[src/rtl/ccd_pkg.sv]
// rtl/ccd_pkg.sv - shared types, default widths and segment sequencing for ccd2axis_mc
package ccd_pkg;

   localparam int DEF_DATA_WIDTH = 8;
   localparam int DEF_TAPS       = 1;
   localparam int DEF_COLS_W     = 13;
   localparam int DEF_ROWS_W     = 12;
   localparam int DEF_FIFO_DEPTH = 16;

   typedef enum logic [1:0] {IDLE, PRE, EFFECT, POST} line_state_e;

   // Per-beat sideband kept next to the pixel data in each FIFO entry
   typedef struct packed {
      logic tuser;
      logic tlast;
   } beat_flags_t;

   // Next segment of a line after `cur` ends, skipping segments with a zero count.
   // From IDLE this gives the first segment of a new line.
   function automatic line_state_e next_segment(input line_state_e cur,
                                                input logic pre_nz,
                                                input logic eff_nz,
                                                input logic post_nz);
      line_state_e nxt;
      nxt = IDLE;
      case (cur)
         IDLE:    if (pre_nz) nxt = PRE; else if (eff_nz) nxt = EFFECT; else if (post_nz) nxt = POST;
         PRE:     if (eff_nz) nxt = EFFECT; else if (post_nz) nxt = POST;
         EFFECT:  if (post_nz) nxt = POST;
         default: nxt = IDLE;
      endcase
      return nxt;
   endfunction

endpackage

[src/rtl/ccd_axis_fifo.sv]
// rtl/ccd_axis_fifo.sv - first-word-fall-through beat FIFO with registered outputs
// Entries are {tuser, tlast, data}. The output register counts toward DEPTH.
// A pushed beat lands in the array first and reaches the output one cycle later.
// patch_last forces tlast on the newest entry still in the array.
module ccd_axis_fifo
   import ccd_pkg::*;
#(
   parameter int WIDTH = 8,
   parameter int DEPTH = 16
) (
   input  logic             clk,
   input  logic             rst_n,
   input  logic             push,
   input  logic [WIDTH-1:0] push_data,
   input  beat_flags_t      push_flags,
   input  logic             patch_last,
   output logic             full,
   output logic [WIDTH-1:0] m_data,
   output logic             m_valid,
   output logic             m_last,
   output logic             m_user,
   input  logic             m_ready
);

   localparam int AW = $clog2(DEPTH);

   logic [WIDTH-1:0] mem_data  [DEPTH];
   beat_flags_t      mem_flags [DEPTH];
   logic [AW-1:0]    wr_ptr;
   logic [AW-1:0]    rd_ptr;
   logic [AW:0]      mem_cnt;
   logic [AW:0]      total;
   logic             pop;
   logic             push_ok;
   logic             load;

   assign total   = mem_cnt + (AW+1)'(m_valid);
   assign full    = (total == (AW+1)'(DEPTH));
   assign pop     = m_valid & m_ready;
   assign push_ok = push & (~full | pop);
   assign load    = (~m_valid | pop) & (mem_cnt != '0);

   // Storage array: write new beats, or repair tlast of the newest stored beat
   always_ff @(posedge clk) begin
      if (push_ok) begin
         mem_data[wr_ptr]  <= push_data;
         mem_flags[wr_ptr] <= push_flags;
      end else if (patch_last && mem_cnt != '0) begin
         mem_flags[wr_ptr - AW'(1)].tlast <= 1'b1;
      end
   end

   // Pointers, occupancy and the registered output stage
   always_ff @(posedge clk or negedge rst_n) begin
      if (!rst_n) begin
         wr_ptr  <= '0;
         rd_ptr  <= '0;
         mem_cnt <= '0;
         m_valid <= 1'b0;
         m_data  <= '0;
         m_last  <= 1'b0;
         m_user  <= 1'b0;
      end else begin
         if (push_ok) wr_ptr <= wr_ptr + AW'(1);
         if (load) begin
            rd_ptr  <= rd_ptr + AW'(1);
            m_data  <= mem_data[rd_ptr];
            m_last  <= mem_flags[rd_ptr].tlast;
            m_user  <= mem_flags[rd_ptr].tuser;
            m_valid <= 1'b1;
         end else if (pop) begin
            m_valid <= 1'b0;
         end
         mem_cnt <= mem_cnt + (AW+1)'(push_ok) - (AW+1)'(load);
      end
   end

endmodule

[src/rtl/ccd2axis_mc.sv]
// rtl/ccd2axis_mc.sv - multi-tap CCD line stream to AXI4-Stream video converter
// Optional build macro CCD2AXIS_MC_STATUS_EN: sticky overflow/line-error flags,
// sts_clr and tlast repair on dropped end-of-line beats.
module ccd2axis_mc
   import ccd_pkg::*;
#(
   parameter int DATA_WIDTH = DEF_DATA_WIDTH,
   parameter int TAPS       = DEF_TAPS,
   parameter int COLS_W     = DEF_COLS_W,
   parameter int ROWS_W     = DEF_ROWS_W,
   parameter int FIFO_DEPTH = DEF_FIFO_DEPTH
) (
   input  logic                       pixel_clk,
   input  logic                       rst_n,
   input  logic                       tvalid,
   input  logic [TAPS*DATA_WIDTH-1:0] tdata,
   input  logic [COLS_W-1:0]          cfg_pre_dummy,
   input  logic [COLS_W-1:0]          cfg_effect_cols,
   input  logic [COLS_W-1:0]          cfg_post_dummy,
   input  logic [ROWS_W-1:0]          cfg_rows,
   output logic [TAPS*DATA_WIDTH-1:0] m_axis_tdata,
   output logic                       m_axis_tvalid,
   input  logic                       m_axis_tready,
   output logic                       m_axis_tlast,
   output logic                       m_axis_tuser,
   output logic                       sts_overflow,
   output logic                       sts_line_err,
   input  logic                       sts_clr
);

   localparam int BEAT_W = TAPS * DATA_WIDTH;

   logic              tvalid_d;
   logic [BEAT_W-1:0] tdata_d;
   line_state_e       state;
   line_state_e       seg_next;
   line_state_e       start_state;
   logic [COLS_W-1:0] cols;
   logic [COLS_W-1:0] pre_q;
   logic [COLS_W-1:0] eff_q;
   logic [COLS_W-1:0] post_q;
   logic [COLS_W-1:0] seg_len;
   logic [ROWS_W-1:0] row;
   logic [ROWS_W-1:0] rows_eff;
   logic              line_start;
   logic              seg_last;
   logic              line_ending;
   logic              busy;
   logic              push;
   logic              fifo_full;
   logic              patch_last;
   beat_flags_t       push_flags;

   // State and cols describe the beat held in tdata_d, one cycle behind the sensor.
   assign line_start  = tvalid & ~tvalid_d;
   assign rows_eff    = (cfg_rows == '0) ? ROWS_W'(1) : cfg_rows;
   assign seg_last    = (cols == seg_len - COLS_W'(1));
   assign seg_next    = next_segment(state, pre_q != '0, eff_q != '0, post_q != '0);
   assign start_state = next_segment(IDLE, cfg_pre_dummy != '0, cfg_effect_cols != '0,
                                     cfg_post_dummy != '0);
   // The last beat of a line is already on its way out, so a new edge there is legal
   assign line_ending = (state != IDLE) & seg_last & (seg_next == IDLE);
   assign busy        = (state != IDLE) & ~line_ending;

   // Length of the segment currently being counted
   always_comb begin
      seg_len = post_q;
      case (state)
         PRE:     seg_len = pre_q;
         EFFECT:  seg_len = eff_q;
         default: seg_len = post_q;
      endcase
   end

   // Line sequencer: input registers, config latch, segment FSM, column and row counters
   always_ff @(posedge pixel_clk or negedge rst_n) begin
      if (!rst_n) begin
         tvalid_d <= 1'b1;   // a line already in flight at reset release is not an edge
         tdata_d  <= '0;
         state    <= IDLE;
         cols     <= '0;
         pre_q    <= '0;
         eff_q    <= '0;
         post_q   <= '0;
         row      <= '0;
      end else begin
         tvalid_d <= tvalid;
         tdata_d  <= tdata;
         if (line_start && !busy) begin
            pre_q  <= cfg_pre_dummy;
            eff_q  <= cfg_effect_cols;
            post_q <= cfg_post_dummy;
            row    <= ({1'b0, row} >= {1'b0, rows_eff}) ? ROWS_W'(1) : row + ROWS_W'(1);
            state  <= start_state;
            cols   <= '0;
         end else if (state != IDLE) begin
            if (seg_last) begin
               state <= seg_next;
               cols  <= '0;
            end else begin
               cols <= cols + COLS_W'(1);
            end
         end
      end
   end

   assign push             = (state == EFFECT);
   assign push_flags.tuser = (row == ROWS_W'(1)) && (cols == '0);
   assign push_flags.tlast = seg_last;

`ifdef CCD2AXIS_MC_STATUS_EN
   logic pop;
   logic drop;
   logic line_err_set;

   assign pop          = m_axis_tvalid & m_axis_tready;
   assign drop         = push & fifo_full & ~pop;
   assign line_err_set = line_start & busy;
   assign patch_last   = drop & push_flags.tlast;

   // Sticky status flags; a set event beats a simultaneous clear
   always_ff @(posedge pixel_clk or negedge rst_n) begin
      if (!rst_n) begin
         sts_overflow <= 1'b0;
         sts_line_err <= 1'b0;
      end else begin
         if (drop)         sts_overflow <= 1'b1;
         else if (sts_clr) sts_overflow <= 1'b0;
         if (line_err_set) sts_line_err <= 1'b1;
         else if (sts_clr) sts_line_err <= 1'b0;
      end
   end
`else
   logic unused_status;

   assign unused_status = sts_clr ^ fifo_full;
   assign patch_last    = 1'b0;
   assign sts_overflow  = 1'b0;
   assign sts_line_err  = 1'b0;
`endif

   ccd_axis_fifo #(
      .WIDTH (BEAT_W),
      .DEPTH (FIFO_DEPTH)
   ) u_fifo (
      .clk        (pixel_clk),
      .rst_n      (rst_n),
      .push       (push),
      .push_data  (tdata_d),
      .push_flags (push_flags),
      .patch_last (patch_last),
      .full       (fifo_full),
      .m_data     (m_axis_tdata),
      .m_valid    (m_axis_tvalid),
      .m_last     (m_axis_tlast),
      .m_user     (m_axis_tuser),
      .m_ready    (m_axis_tready)
   );

endmodule

[config.mk]
export PLATFORM = sky130hd
export DESIGN_NAME = ccd2axis_mc
export DESIGN_NICKNAME = d
export VERILOG_FILES = /design/src/rtl/ccd_pkg.sv /design/src/rtl/ccd_axis_fifo.sv /design/src/rtl/ccd2axis_mc.sv
export SDC_FILE = /design/constraint.sdc
export NUM_CORES = 1
export LEC_CHECK = 0
export CAP_MARGIN = 20
export CORE_ASPECT_RATIO = 1.2
export CORE_MARGIN = 3
export CORE_UTILIZATION = 54
export CTS_BUF_LIST = sky130_fd_sc_hd__clkbuf_16
export CTS_CLUSTER_SIZE = 20
export DETAILED_ROUTE_END_ITERATION = 10
export GPL_TIMING_DRIVEN = 0
export PLACE_DENSITY_LB_ADDON = 0.3
export REMOVE_ABC_BUFFERS = 1
export SETUP_SLACK_MARGIN = 0.4
export SLEW_MARGIN = 20
export SYNTH_ARGS = -nofsm -noshare
export SYNTH_HDL_FRONTEND = slang
export SYNTH_SLANG_ARGS = --single-unit
[constraint.sdc]
create_clock -name pixel_clk -period 3.9 [get_ports pixel_clk]
set_clock_uncertainty 0.2 [all_clocks]
set_input_delay 0.585 -clock pixel_clk [delete_from_list [all_inputs] [get_ports pixel_clk]]
set_output_delay 0.585 -clock pixel_clk [all_outputs]
set_load 0.05 [all_outputs]
==> results of run 1 <==
## sequential cells by signal, summed over array words and instances (netlist names), 5 cells and up
register          flops
pre_q                13
u_fifo.mem_cnt        5
row                  12
tdata_d               8
u_fifo.m_data         8
u_fifo.mem_data     128
post_q               13
eff_q                13
cols                 13
u_fifo.mem_flags     32
## logic make-up (layout without fill, tap and decap cells)
family / Yosys count / after routing / share of synthesized area, %
DFF: 259 / 259 / 59.6
and+or+nand+nor: 197 / 198 / 8.72
AOI/OAI and AO/OA: 127 / 127 / 7.66
muxes: 111 / 111 / 14.9
buffers and inverters: 89 / 226 / 3.21
adders and majority gates: 37 / 37 / 3.85
xor gates and xnor gates: 29 / 29 / 2.08
other: 1 / 2 / 0.0307
## synthesized netlist by cell type, types with 10 or more instances
cell type | instances | area share [%]
sky130_fd_sc_hd__mux4_2 | 50 | 9.2
sky130_fd_sc_hd__a22o_1 | 15 | 1.1
sky130_fd_sc_hd__and2_1 | 21 | 1.1
sky130_fd_sc_hd__nand4_1 | 14 | 0.72
sky130_fd_sc_hd__nand3_1 | 19 | 0.78
sky130_fd_sc_hd__ha_1 | 36 | 3.7
sky130_fd_sc_hd__dfrtp_1 | 98 | 20
sky130_fd_sc_hd__and3_1 | 10 | 0.51
sky130_fd_sc_hd__mux2_1 | 23 | 2.1
sky130_fd_sc_hd__inv_1 | 46 | 1.4
sky130_fd_sc_hd__nand2_1 | 30 | 0.92
sky130_fd_sc_hd__a21oi_1 | 19 | 0.78
sky130_fd_sc_hd__clkbuf_1 | 22 | 0.68
sky130_fd_sc_hd__o21ai_0 | 21 | 0.86
sky130_fd_sc_hd__xnor2_1 | 21 | 1.5
sky130_fd_sc_hd__edfxtp_1 | 160 | 39
sky130_fd_sc_hd__nor2_1 | 38 | 1.2
sky130_fd_sc_hd__nor3_1 | 15 | 0.61
sky130_fd_sc_hd__nor4_1 | 22 | 1.1
sky130_fd_sc_hd__mux2_2 | 29 | 2.7
## worst max-delay path, stage by stage (launching register included)
cell	delay [ps]
sky130_fd_sc_hd__dfrtp_2	430
sky130_fd_sc_hd__buf_6	130
sky130_fd_sc_hd__ha_4	170
sky130_fd_sc_hd__a22o_4	240
sky130_fd_sc_hd__mux2i_4	200
sky130_fd_sc_hd__ha_4	180
sky130_fd_sc_hd__nor3b_4	210
sky130_fd_sc_hd__a31o_4	160
sky130_fd_sc_hd__nand4_4	90
sky130_fd_sc_hd__or4_1	420
sky130_fd_sc_hd__o31a_1	130
sky130_fd_sc_hd__a22oi_2	240
sky130_fd_sc_hd__nand3_2	160
sky130_fd_sc_hd__o21ai_4	220
sky130_fd_sc_hd__clkbuf_16	220
sky130_fd_sc_hd__clkbuf_16	170
sky130_fd_sc_hd__mux2_2	330
## area by class of cell
type | instances | area share (%)
clock buffers | 27 | 4.44
clock inverters | 21 | 1.64
inverters | 47 | 1.20
multi-input cells | 504 | 33.0
flip-flops and latches | 259 | 47.9
well taps | 274 | 2.25
repair buffers | 131 | 9.58
## routing by layer
metal  routed length, um  global-route usage [%]  vias to the layer above
met1               10900                    28.3                     4010
met2               15800                    43.6                      260
met4                 694                    6.63                        0
li1                    -                       -                     3534
met3                1250                    2.82                       71
met5                   0                       0                        -
## final timing paths
check | startpoint | end | slack (ps) | cells after the start
max | state[0] | pre_q[12] | -120 | 16
min | rst_n | u_fifo.m_data[3] | 280 | 2
max reg2reg | state[0] | pre_q[12] | -120 | 16
min reg2reg | u_fifo.m_data[3] | u_fifo.m_data[3] | 310 | 1
max in group asynchronous | rst_n | tvalid_d | 2520 | 3
min in group pixel_clk | tdata[4] | tdata_d[4] | 300 | 1
## where the power goes
group,switching (mW),internal (mW)
Combinational,2.82,2.96
Sequential,0.676,3.54
Clock,1.07,1.60
Total,4.56,8.11
## repair_timing
item / in CTS / in global routing
gates resized for setup: 50 / 62
pin swaps: 25 / 14
hold buffers: 1 / 0
endpoints found under the setup margin: 122 / 122
cloned: 2 / 2
setup buffers: 37 / 12
endpoints found under the hold margin: 21 / 0
==> load_flow_metrics.sql, run 1 <==
INSERT INTO impl_metrics (metric_group, metric, value, unit) VALUES
('timing', 'rsz0062_at_grt', 'true', ''),
('clocking', 'clockRootBuffer', 'sky130_fd_sc_hd__clkbuf_16', ''),
('setup_path', 'setup.worst_path.start_class', 'flop', ''),
('finish', 'diodes', '0', ''),
('finish', 'multi_input_area', '0.00502', 'mm^2'),
('clocking', 'cts_tree', 'done', ''),
('setup_path', 'crit_path_end_kind', 'flop', ''),
('finish', 'area.sequential', '0.00729', 'mm^2'),
('global_route', 'first_pass_grt_wire_length', '44.3', 'mm'),
('logic_synthesis', 'synth_seq_area_share', '59.6', '%'),
('global_route', 'globalRouteOverflowTotal', '0', ''),
('timing', 'timing.final.setup_violations', '41', ''),
('clocking', 'cts_max_level', '1', ''),
('setup_path', 'worst_ep_required_time', '4110', 'ps'),
('min_path', 'min-delay-path-class', 'in -> async', ''),
('detailed_routing', 'vias_per_cell', '6.24', ''),
('finish', 'filler_cell_count', '1440', ''),
('place', 'dpl-instance-area', '0.0132', 'mm^2'),
('logic_synthesis', 'avgSynthCellArea', '14.4', 'um^2'),
('finish', 'layout.cell_area.non_filler', '0.0152', 'mm^2'),
('timing', 'report.final.hold_viol_count', '0', ''),
('logic_synthesis', 'gate_count_after_technology_mapping', '850', ''),
('clocking', 'insertion_delay', '530', 'ps'),
('place', 'dp_worst_setup_slack', '-1670', 'ps'),
('clocking', 'cts.sink_count', '259', ''),
('timing', 'hold_ws', '279', 'ps'),
('place', 'numPlacedInstances', '1161', ''),
('finish', 'instances_no_fill', '1263', ''),
('timing', 'worst_pin_slew', '907', 'ps'),
('detailed_routing', 'detail_route.iter0.violations', '634', ''),
('power', 'vdd.ir_drop.worst', '702', 'uV'),
('setup_path', 'setup.worst_path.class', 'reg -> reg', ''),
('detailed_routing', 'routed_wire_length_per_instance', '22.7', 'um'),
('finish', 'layout.cells.most_common', 'sky130_fd_sc_hd__edfxtp_1', ''),
('timing', 'timing.setup.tns', '-3180', 'ps'),
('detailed_routing', 'drt_wl_total', '28.6', 'mm'),
('timing', 'report.final.slew_viol_count', '0', ''),
('clocking', 'cts_max_path_buffers', '3', ''),
('status', 'failed_checks', 'negative setup slack', ''),
('detailed_routing', 'detailroute.via_count', '7875', ''),
('place', 'io_buffer_count', '73', ''),
('global_route', 'gr-usage-all-layers', '23.3', '%'),
('finish', 'syn2layout_area_growth', '24.5', '%'),
('setup_path', 'critPathMaxFanout', '9', ''),
('floorplanning', 'num_rows', '59', ''),
('power', 'report.power.total', '12.7', 'mW'),
('floorplanning', 'chipHeight', '171', 'um'),
('global_route', 'grt_max_degree', '79', ''),
('floorplanning', 'die_w', '143', 'um'),
('run', 'maxCapViolations', '0', ''),
('timing', 'achievable-frequency', '249', 'MHz'),
('timing', 'finalCriticalPeriod', '4020', 'ps'),
('finish', 'layout.cells.most_common_list', 'sky130_fd_sc_hd__edfxtp_1, sky130_fd_sc_hd__dfrtp_1, sky130_fd_sc_hd__clkdlybuf4s50_1, sky130_fd_sc_hd__mux4_2, sky130_fd_sc_hd__inv_1', ''),
('floorplanning', 'floorplan.io_pins', '77', ''),
('detailed_routing', 'antenna_left', '0', ''),
('finish', 'finalNetCount', '1070', ''),
('global_route', 'first_global_vias', '8081', ''),
('logic_synthesis', 'synth.lib_cells_used.distinct', '68', ''),
('timing', 'layout_worst_path_cycle_share', '103', '%'),
('logic_synthesis', 'ys_async_sr_fraction', '38.2', '%'),
('power', 'pleak', '5.71', 'nW'),
('logic_synthesis', 'total_standard_cell_area_after_synthesis', '0.0122', 'mm^2'),
('global_route', 'antenna_found_initial', '0', ''),
('clocking', 'cts.clk_slew.worst_paths', '60', 'ps'),
('logic_synthesis', 'synth_seq_cells', '259', ''),
('timing', 'timing.slew.headroom', '39.5', '%'),
('power', 'powerDensity', '833', 'mW/mm^2'),
('finish', 'drive_above_1_share', '26.6', '%'),
('clocking', 'cts_buffers', '26', ''),
('timing', 'fin_ws', '-119', 'ps'),
('floorplanning', 'starting_utilization_of_the_core_area', '55.6', '%'),
('logic_synthesis', 'synth-warning-count', '0', ''),
('floorplanning', 'core', '0.0220', 'mm^2'),
('place', 'place_hpwl', '17.2', 'mm'),
('detailed_routing', 'drt_pre_antenna_iters', '5', ''),
('detailed_routing', 'remaining_drc_errors', '0', ''),
('setup_path', 'cp.arrival', '4230', 'ps'),
('status', 'outcome', 'finished with violations', ''),
('place', 'place_congestion', '0.831', ''),
('finish', 'fraction_of_the_core_area_covered_by_cells_at_the_end_of_the_flow', '69.2', '%'),
('floorplanning', 'die-area', '0.0245', 'mm^2'),
('logic_synthesis', 'number_of_enable_type_register_cells_in_the_synthesized_netlist', '160', ''),
('logic_synthesis', 'synth_top_flop_cell', 'sky130_fd_sc_hd__edfxtp_1', '');
(Power assumes the default switching activity.)
==> run 2, diff against run 1 <==
--- a/config.mk
+++ b/config.mk
@@ -16,7 +16,6 @@
 export PLACE_DENSITY_LB_ADDON = 0.3
 export REMOVE_ABC_BUFFERS = 1
 export SETUP_SLACK_MARGIN = 0.4
-export SLEW_MARGIN = 20
 export SYNTH_ARGS = -nofsm -noshare
 export SYNTH_HDL_FRONTEND = slang
 export SYNTH_SLANG_ARGS = --single-unit
==> load_flow_metrics.sql, run 2 (same netlist as run 1, synthesis figures left out) <==
INSERT INTO impl_metrics (metric_group, metric, value, unit) VALUES
('setup_path', 'setup.worst_path.class', 'reg -> reg', ''),
('finish', 'syn2layout_area_growth', '21.8', '%'),
('timing', 'worst_pin_slew', '930', 'ps'),
('detailed_routing', 'vias_per_cell', '6.22', ''),
('floorplanning', 'chipHeight', '171', 'um'),
('finish', 'layout.cells.most_common_list', 'sky130_fd_sc_hd__edfxtp_1, sky130_fd_sc_hd__dfrtp_1, sky130_fd_sc_hd__clkdlybuf4s50_1, sky130_fd_sc_hd__mux4_2, sky130_fd_sc_hd__inv_1', ''),
('global_route', 'antenna_found_initial', '0', ''),
('clocking', 'cts_tree', 'done', ''),
('setup_path', 'reg2reg_slack', '-90', 'ps'),
('floorplanning', 'die-area', '0.0245', 'mm^2'),
('clocking', 'cts_buffers', '27', ''),
('run', 'maxCapViolations', '0', ''),
('timing', 'fin_ws', '-91.1', 'ps'),
('place', 'place_congestion', '0.831', ''),
('global_route', 'globalRouteOverflowTotal', '0', ''),
('setup_path', 'setup.worst_path.start_class', 'flop', ''),
('finish', 'filler_cell_count', '1507', ''),
('setup_path', 'cp.arrival', '4220', 'ps'),
('detailed_routing', 'antenna_left', '0', ''),
('status', 'outcome', 'finished with violations', ''),
('clocking', 'cts.sink_count', '259', ''),
('power', 'powerDensity', '808', 'mW/mm^2'),
('setup_path', 'crit_path_end_kind', 'flop', ''),
('place', 'io_buffer_count', '73', ''),
('timing', 'hold_ws', '279', 'ps'),
('power', 'pleak', '5.57', 'nW'),
('floorplanning', 'num_rows', '59', ''),
('timing', 'report.final.hold_viol_count', '0', ''),
('global_route', 'gr-usage-all-layers', '23.2', '%'),
('clocking', 'cts_max_path_buffers', '3', ''),
('setup_path', 'critPathMaxFanout', '5', ''),
('floorplanning', 'starting_utilization_of_the_core_area', '55.6', '%'),
('finish', 'biggest_registers_after_layout', 'u_fifo.mem_data x128, u_fifo.mem_flags x32', ''),
('global_route', 'first_global_vias', '8091', ''),
('timing', 'timing.final.setup_violations', '41', ''),
('finish', 'drive_above_1_share', '23.9', '%'),
('timing', 'achievable-frequency', '251', 'MHz'),
('finish', 'finalNetCount', '1062', ''),
('timing', 'layout_worst_path_cycle_share', '102', '%'),
('floorplanning', 'core', '0.0220', 'mm^2'),
('finish', 'top_register', 'u_fifo.mem_data', ''),
('finish', 'diodes', '0', ''),
('timing', 'finalCriticalPeriod', '3990', 'ps'),
('timing', 'rsz0062_at_grt', 'true', ''),
('global_route', 'grt_max_degree', '56', ''),
('detailed_routing', 'drt_wl_total', '28.0', 'mm'),
('clocking', 'cts.clk_slew.worst_paths', '70', 'ps'),
('status', 'failed_checks', 'negative setup slack', ''),
('place', 'place_hpwl', '17.0', 'mm'),
('finish', 'layout.cells.most_common', 'sky130_fd_sc_hd__edfxtp_1', ''),
('detailed_routing', 'remaining_drc_errors', '0', ''),
('finish', 'fraction_of_the_core_area_covered_by_cells_at_the_end_of_the_flow', '67.7', '%'),
('clocking', 'clockRootBuffer', 'sky130_fd_sc_hd__clkbuf_16', ''),
('clocking', 'cts_max_level', '1', ''),
('timing', 'report.final.slew_viol_count', '0', ''),
('floorplanning', 'die_w', '143', 'um'),
('floorplanning', 'floorplan.io_pins', '77', ''),
('detailed_routing', 'detailroute.via_count', '7817', ''),
('finish', 'largest_register_ffs', '128', ''),
('setup_path', 'worst_ep_required_time', '4130', 'ps'),
('min_path', 'min-delay-path-class', 'in -> reg', ''),
('detailed_routing', 'drt_pre_antenna_iters', '6', ''),
('power', 'vdd.ir_drop.worst', '628', 'uV'),
('detailed_routing', 'routed_wire_length_per_instance', '22.3', 'um'),
('global_route', 'first_pass_grt_wire_length', '44.1', 'mm'),
('timing', 'timing.slew.headroom', '38.0', '%'),
('clocking', 'insertion_delay', '540', 'ps'),
('detailed_routing', 'detail_route.iter0.violations', '497', '');
==> run 2: cell types whose count changed in the layout (fill, tap and decap cells not counted), sizes merged <==
cell / delta
buf: -10
clkinvlp: +4
inv: +2
clkbuf: -2
a21oi: +1
bufinv: -2
==> run 2: metrics by stage <==
step	setup slack (ps)	instances	power, mW	TNS [ps]	area (um^2)
5_1_grt	-175	1256	12.7	-6350	14900
2_1_floorplan	-1600	809	7.27	-81570	12000
4_1_cts	-29.6	1244	11.7	-305	14700
6_report	-91.1	1256	12.0	-2300	14900
3_3_place_gp	-2790	1156	8.32	-352850	13100
3_5_place_dp	-1680	1162	8.45	-108710	13200
==> run 2: power by group <==
group	total (mW)	switching [mW]	internal (mW)
clock	2.52	1.05	1.47
sequential	4.28	0.738	3.54
combinational	5.23	2.60	2.62
==> run 2: timing repair <==
| item | 4_1_cts | 5_1_grt |
|---|---|---|
| setup endpoints to repair | 122 | 102 |
| cloned | 3 | 3 |
| gates resized for setup | 49 | 33 |
| hold buffers | 1 | 0 |
| pin swaps | 15 | 7 |
| buffers inserted | 28 | 9 |
| endpoints found under the hold margin | 44 | 0 |
==> run 2: layout make-up <==
class                   instances  area [um^2]  share of cell area [%]
repair buffers                119         1270                    8.56
inverters                      47          183                    1.23
multi-input cells             505         4910                    32.9
repair inverters                2         15.0                   0.101
well taps                     274          343                    2.30
clock inverters                23          205                    1.38
clock buffers                  27          676                    4.54
flip-flops and latches        259         7290                    48.9
==> run 2: critical path, stage by stage (launching register included) <==
cell and delay [ps]:
sky130_fd_sc_hd__dfrtp_1 410, sky130_fd_sc_hd__buf_6 140, sky130_fd_sc_hd__ha_4 160, sky130_fd_sc_hd__a22o_4 260, sky130_fd_sc_hd__mux2i_4 210, sky130_fd_sc_hd__ha_4 180, sky130_fd_sc_hd__nor3b_4 190, sky130_fd_sc_hd__a31o_2 180
sky130_fd_sc_hd__nand4_4 90, sky130_fd_sc_hd__or4_1 420, sky130_fd_sc_hd__o31a_1 130, sky130_fd_sc_hd__a22oi_2 210, sky130_fd_sc_hd__nand3_2 160, sky130_fd_sc_hd__o21ai_4 210, sky130_fd_sc_hd__clkbuf_16 200, sky130_fd_sc_hd__buf_12 110
sky130_fd_sc_hd__buf_16 110, sky130_fd_sc_hd__mux2_4 300
==> run 2: path summary, 6_finish.rpt <==
check / depth (start not counted) / to / start
worst max-delay path: 17 / eff_q[9] / state[1]
worst min-delay path: 1 / tdata_d[4] / tdata[4]
worst max register to register: 17 / eff_q[9] / state[1]
worst min register to register: 1 / u_fifo.m_data[5] / u_fifo.m_data[5]
max in group asynchronous: 3 / tvalid_d / rst_n
min in group asynchronous: 2 / eff_q[1] / rst_n
==> run 2: routing by layer <==
metal	track usage, %	vias to the layer above	routed length, um
met5	0	-	0
met4	6.88	0	775
met3	3.02	64	1200
met2	41.7	252	15100
met1	29.5	3991	10900
li1	-	3510	-
